### config.mk
export PLATFORM = sky130hd
export DESIGN_NAME = arbitro_salida
export DESIGN_NICKNAME = d
export VERILOG_FILES = /design/src/rtl/arbitro_salida.sv
export SDC_FILE = /design/constraint.sdc
export NUM_CORES = 1
export LEC_CHECK = 0
export BUFFER_PORTS_ARGS = -buffer_cell sky130_fd_sc_hd__buf_4
export CAP_MARGIN = 20
export CORE_UTILIZATION = 40
export DETAILED_ROUTE_END_ITERATION = 12
export GPL_TIMING_DRIVEN = 0
export HOLD_SLACK_MARGIN = 0.06
export PLACE_DENSITY = 0.81
export SLEW_MARGIN = 25
export SYNTH_ARGS = -nofsm -noshare
export SYNTH_HDL_FRONTEND = slang
export SYNTH_SLANG_ARGS = --single-unit
### constraint.sdc
create_clock -name clk -period 1.9 [get_ports clk]
set_input_delay 0.475 -clock clk [delete_from_list [all_inputs] [get_ports clk]]
set_output_delay 0.475 -clock clk [all_outputs]
set_load 0.01 [all_outputs]
### src/rtl/arbitro_salida.sv
// arbitro_salida: 4:1 work-conserving round-robin merge of the channel FIFOs into the output FIFO.
// Optional weighted bursts (W0..W3 consecutive grants per channel) with `define ARBITRO_SALIDA_WRR_EN.
module arbitro_salida #(
  parameter int DATA_WIDTH = 6,
  parameter int W0         = 4,
  parameter int W1         = 2,
  parameter int W2         = 1,
  parameter int W3         = 1
) (
  input  logic                  clk,
  input  logic                  reset,
  input  logic [3:0]            state,
  input  logic                  empty0,
  input  logic                  empty1,
  input  logic                  empty2,
  input  logic                  empty3,
  input  logic [DATA_WIDTH-1:0] data_in0,
  input  logic [DATA_WIDTH-1:0] data_in1,
  input  logic [DATA_WIDTH-1:0] data_in2,
  input  logic [DATA_WIDTH-1:0] data_in3,
  input  logic                  almost_full_out,
  output logic                  pop0,
  output logic                  pop1,
  output logic                  pop2,
  output logic                  pop3,
  output logic                  push_out,
  output logic [DATA_WIDTH-1:0] data_out,
  output logic [1:0]            grant,
  output logic                  idle
);
  localparam logic [3:0] ST_RESET = 4'b0001;

  logic                  flush;
  logic                  go;
  logic [3:0]            empty_vec;
  logic [3:0]            pop_vec;
  logic [1:0]            ptr;
  logic [1:0]            ptr_next;
  logic [1:0]            sel;
  logic [DATA_WIDTH-1:0] mux_data;
  logic [DATA_WIDTH-1:0] hold_data;

  function automatic logic [2:0] weight(input logic [1:0] ch);
    case (ch)
      2'd0:    weight = 3'(W0);
      2'd1:    weight = 3'(W1);
      2'd2:    weight = 3'(W2);
      default: weight = 3'(W3);
    endcase
  endfunction

  assign flush     = reset | (state == ST_RESET);
  assign empty_vec = {empty3, empty2, empty1, empty0};
  assign go        = !flush & !almost_full_out & !(&empty_vec);

  // First non-empty channel searching upward from ptr
  always_comb begin
    logic [1:0] idx;
    logic       found;
    sel   = ptr;
    found = 1'b0;
    idx   = ptr;
    for (int i = 0; i < 4; i++) begin
      idx = ptr + 2'(i);
      if (!found && !empty_vec[idx]) begin
        sel   = idx;
        found = 1'b1;
      end else begin
        found = found;
      end
    end
  end

  // One-hot read strobe for the selected channel
  always_comb begin
    if (go) begin
      pop_vec = 4'b0001 << sel;
    end else begin
      pop_vec = 4'b0000;
    end
  end

  assign {pop3, pop2, pop1, pop0} = pop_vec;

  // Channel data is valid the cycle after its pop, so steer by the registered grant
  always_comb begin
    case (grant)
      2'd0:    mux_data = data_in0;
      2'd1:    mux_data = data_in1;
      2'd2:    mux_data = data_in2;
      default: mux_data = data_in3;
    endcase
  end

`ifdef ARBITRO_SALIDA_WRR_EN
  logic [2:0] cnt;
  logic [2:0] cnt_next;
  logic [2:0] burst_n;

  if (W0 < 1 || W0 > 7 || W1 < 1 || W1 > 7 || W2 < 1 || W2 > 7 || W3 < 1 || W3 > 7) begin : g_bad_weight
    $error("arbitro_salida: W0..W3 must lie in 1..7");
  end

  // Stay on the granted channel until it has used its burst weight
  always_comb begin
    burst_n = ((sel == ptr) ? cnt : 3'd0) + 3'd1;
    if (!go) begin
      ptr_next = ptr;
      cnt_next = cnt;
    end else if (burst_n < weight(sel)) begin
      ptr_next = sel;
      cnt_next = burst_n;
    end else begin
      ptr_next = sel + 2'd1;
      cnt_next = 3'd0;
    end
  end

  // Burst counter register
  always_ff @(posedge clk) begin
    if (flush) begin
      cnt <= 3'd0;
    end else begin
      cnt <= cnt_next;
    end
  end
`else
  // Plain round-robin: move past the granted channel
  always_comb begin
    if (go) begin
      ptr_next = sel + 2'd1;
    end else begin
      ptr_next = ptr;
    end
  end
`endif

  // Output strobe, grant, pointer and held data registers
  always_ff @(posedge clk) begin
    if (flush) begin
      push_out  <= 1'b0;
      grant     <= 2'd0;
      ptr       <= 2'd0;
      hold_data <= {DATA_WIDTH{1'b0}};
    end else begin
      push_out  <= go;
      grant     <= go ? sel : grant;
      ptr       <= ptr_next;
      hold_data <= push_out ? mux_data : hold_data;
    end
  end

  assign data_out = push_out ? mux_data : hold_data;
  assign idle     = (&empty_vec) & !push_out;

endmodule

==> results.md <==
Finish:
- The area growth from synthesis to layout is 82.2%.
- The final-stage net count is 162.
- Of the cells placed in the final design, the portion with a size suffix greater than 1 is 0.714.
- Summing all flip-flop and latch instances after layout gives 226 um2.
- The number of antenna diodes in the final layout is 0.
- The area of the multi-input gates is 537 um2.
- Fill cells in the final layout number 89.

Logic synthesis:
- Summed over all instances, the cell type with the most area after synthesis is sky130_fd_sc_hd__dfxtp_1.
- The post-synthesis instance area is 708 um2.
- For this run, the register share of the synthesized area comes to 0.311.
- The number of distinct library cell variants in the gate-level netlist after synthesis is 27.
- Yosys printed 0 warnings.
- In the post-synthesis netlist, the biggest area contributors are sky130_fd_sc_hd__dfxtp_1 (31%), sky130_fd_sc_hd__mux4_2 (19%), sky130_fd_sc_hd__mux2_2 (9.5%), sky130_fd_sc_hd__nor2b_1 (7.1%), sky130_fd_sc_hd__nor2_1 (4.2%).
- The number of flip-flops and latches in the synthesized netlist is 11.
- The fraction of registers with async set/reset is 0.
- The number of flops mapped to enable cells by yosys is 0.
- The main flop type after synthesis is sky130_fd_sc_hd__dfxtp_1.
- The number of nets in the synthesized netlist is 103.
- Ranked by instance count, the synthesized netlist is headed by sky130_fd_sc_hd__dfxtp_1 (11), sky130_fd_sc_hd__nor2_1 (8), sky130_fd_sc_hd__nor2b_1 (8).
- The share of Yosys cell area claimed by the top area cell type is 0.311.
- The post-synthesis average cell area is 10.4 um2.
- The most numerous cell in the Yosys netlist is sky130_fd_sc_hd__dfxtp_1.
- The number of standard cells after synthesis is 68.

Timing:
- The highest attainable clock frequency is 0.466 GHz.
- The final max-slew violation count is 0.
- Clock skew on the completed layout was measured at 0.00299 ns.
- The final critical-path share of the clock period is 1.13.
- The worst hold slack is 0.498 ns.
- Setup slack on the critical path of the routed design comes to -0.244 ns.
- Headroom to the max-slew limit came out at 0.608.
- The final critical delay including setup and external delays is 2.14 ns.
- The number of setup violations in the final report is 10.
- The number of hold-slack violations in the final timing report is 0.
- Setup repair after global routing could not meet its margin everywhere.
- The transition time of the tightest slew-check pin is 0.588 ns.

Worst hold path:
- The type of the most critical hold path is primary input to flop.
- Along the worst hold path, the cell count comes to 3.

Setup path:
- In this run the worst setup path begins at grant[0].
- Data on the critical path is required at its endpoint by 1.42 ns.
- In this run the critical register-to-register path is launched from grant[0].
- The endpoint of the most critical setup path is data_out[3].
- The critical path is of the flop to output port type.
- The reg-to-reg endpoint is hold_data[3].
- In this run the worst path has a maximum fanout of 7.
- The worst setup path is launched from a flop.
- The sort of element at the end of the critical path is an output port.
- The data arrival at the endpoint of the critical path is 1.67 ns.
- The length in cells of the worst reg-to-reg path is 4.
- The setup slack of the worst register-to-register path is 0.37 ns.

Power:
- Summed over all cells, the static leakage comes to 0.576 nW.
- The worst IR drop on VDD is 437 uV.
- The power per unit of standard cell area is 563 mW/mm2.
- The sum of internal, switching and leakage power is 727 uW.

Outcome:
- The checks that failed: DRC, setup timing.
- The run finished, with violations left.

Routing:
- After detailed routing, the total wire length is 2210 um.
- The first detailed-routing pass took 8 iterations.
- The detailed router finished its first iteration with 9 violations.
- The average wire length per cell after detail routing is 15.6 um.
- The count of nets left with antenna violations once routing finished came out at 0.
- The average via count per standard cell is 5.37.
- The vias after detailed routing is 763.
- After detailed routing, the number of remaining DRC violations is 3.

Floorplan:
- The floorplan step defined a die boundary enclosing 0.00194 mm2.
- From bottom edge to top edge, the die measures 44.1 um.
- After floorplanning, the core was divided into 14 placement rows.
- The die extent in x is 44.1 um.
- The starting density of the core is 0.449.
- In this run the standard cell core region covers 0.00158 mm2.
- The count of boundary I/O pins is 49.

Clock tree:
- Clock tree synthesis selected as its root buffer the cell sky130_fd_sc_hd__clkbuf_4.
- Clock-pin slew was measured on the worst setup and hold paths at 0.07 ns.
- Clock tree synthesis inserted a total of 3 buffers.
- TritonCTS built the clock tree.
- The later pin in the worst-skew pair is clocked with a latency of 0.27 ns.
- The H-tree depth is 1.
- The CTS sink count is 11.
- The clock passes through at most 2 buffers.
- The hold buffer count at cts is 0.

GRT:
- The residual overflow from global routing is 0.
- The total track usage is 0.220.
- The via count of the first global-routing pass is 777.
- Entering global routing, the biggest net connects 11 pins.
- The first-pass GRT wire length is 3070 um.
- The number of antenna violations at the first check in global routing came to 0.

Placed design:
- Input and output buffers added on the ports amount to 48.
- After legalization and detailed placement, the total HPWL measured 1490 um.
- Timing analysis after detailed placement gives a worst setup slack of -0.285 ns.
- The final estimated routing congestion in global placement is 0.710.

Flow run:
- The max-capacitance violation count is 0.
[worst min path at each step]
| stage | start | to | slack, ns |
|---|---|---|---|
| finish | reset | push_out | 0.50 |
| global route | reset | push_out | 0.51 |
| CTS | reset | push_out | 0.48 |
| detailed placement | ptr[0] | ptr[0] | 0.56 |
| global placement | ptr[0] | ptr[0] | 0.55 |
| floorplan | ptr[0] | ptr[0] | 0.52 |
[power breakdown]
part | total (mW) | leakage [nW] | switching (mW) | internal [mW]
sequential | 0.266 | 0.0916 | 0.0175 | 0.248
clock | 0.162 | 0.0150 | 0.0801 | 0.0815
combinational | 0.299 | 0.470 | 0.113 | 0.186
[sequential cells by signal (all words and copies together), names as in the netlist]
signal     count
push_out       1
ptr            2
grant          2
hold_data      6
[worst max-delay path: stages (launching register included)]
cell and delay (ns):
sky130_fd_sc_hd__dfxtp_2 0.35, sky130_fd_sc_hd__buf_8 0.14, sky130_fd_sc_hd__mux4_2 0.50, sky130_fd_sc_hd__mux2_4 0.28, sky130_fd_sc_hd__buf_6 0.12
[stage by stage]
step / cells / TNS, ns / util / area [um2]
2_1_floorplan: 68 / 0 / - / 708
3_3_place_gp: 132 / -1.19 / 0.690 / 1090
3_5_place_dp: 132 / -1.39 / 0.690 / 1090
4_1_cts: 140 / -1.68 / 0.791 / 1250
5_1_grt: 142 / -2.39 / 0.818 / 1290
6_report: 142 / -1.90 / 0.818 / 1290
[cell type report]
cell class                 instances  share of cell area
multi-input combinational         50               0.416
timing repair buffer              55               0.343
sequential                        11               0.176
buffer                             4              0.0233
clock buffer                       4              0.0204
tap                               16              0.0155
inverter                           2             0.00582
[cells in the final DEF, fill, tap and decap left out, types with 2 or more instances in the layout]
master / synthesis / routed
sky130_fd_sc_hd__nor2_1: 8 / 5
sky130_fd_sc_hd__mux2_4: 0 / 6
sky130_fd_sc_hd__dfxtp_2: 0 / 2
sky130_fd_sc_hd__nand2_2: 0 / 2
sky130_fd_sc_hd__nor2b_1: 8 / 6
sky130_fd_sc_hd__nor2_4: 0 / 2
sky130_fd_sc_hd__nand2_1: 4 / 2
sky130_fd_sc_hd__buf_6: 0 / 8
sky130_fd_sc_hd__clkbuf_4: 0 / 3
sky130_fd_sc_hd__mux2i_1: 2 / 2
sky130_fd_sc_hd__clkbuf_1: 3 / 3
sky130_fd_sc_hd__mux4_2: 6 / 6
sky130_fd_sc_hd__buf_4: 0 / 48
sky130_fd_sc_hd__dfxtp_1: 11 / 8
[cell families after synthesis]
kind of cell           synth area share
XOR/XNOR                         0.0124
flip-flops                        0.311
AO/OA/AOI/OAI                     0.129
buffers and inverters            0.0406
multiplexers                      0.314
AND/OR/NAND/NOR                   0.193
[what timing repair did]
action / in CTS / in global routing
hold endpoints to repair: 0 / 0
pin swaps: 6 / 3
gates cloned: 0 / 0
buffers inserted: 5 / 2
endpoints found under the setup margin: 10 / 10
resized for setup: 29 / 8
[metal layers]
| metal | vias to the layer above | share of wire | global-route usage |
|---|---|---|---|
| li1 | 367 | - | - |
| met1 | 362 | 0.37 | 0.199 |
| met2 | 30 | 0.56 | 0.441 |
| met3 | 4 | 0.059 | 0.0735 |
| met4 | 0 | 0.014 | 0.0727 |
| met5 | - | 0 | 0 |
Power figures use the tool's default switching activity.
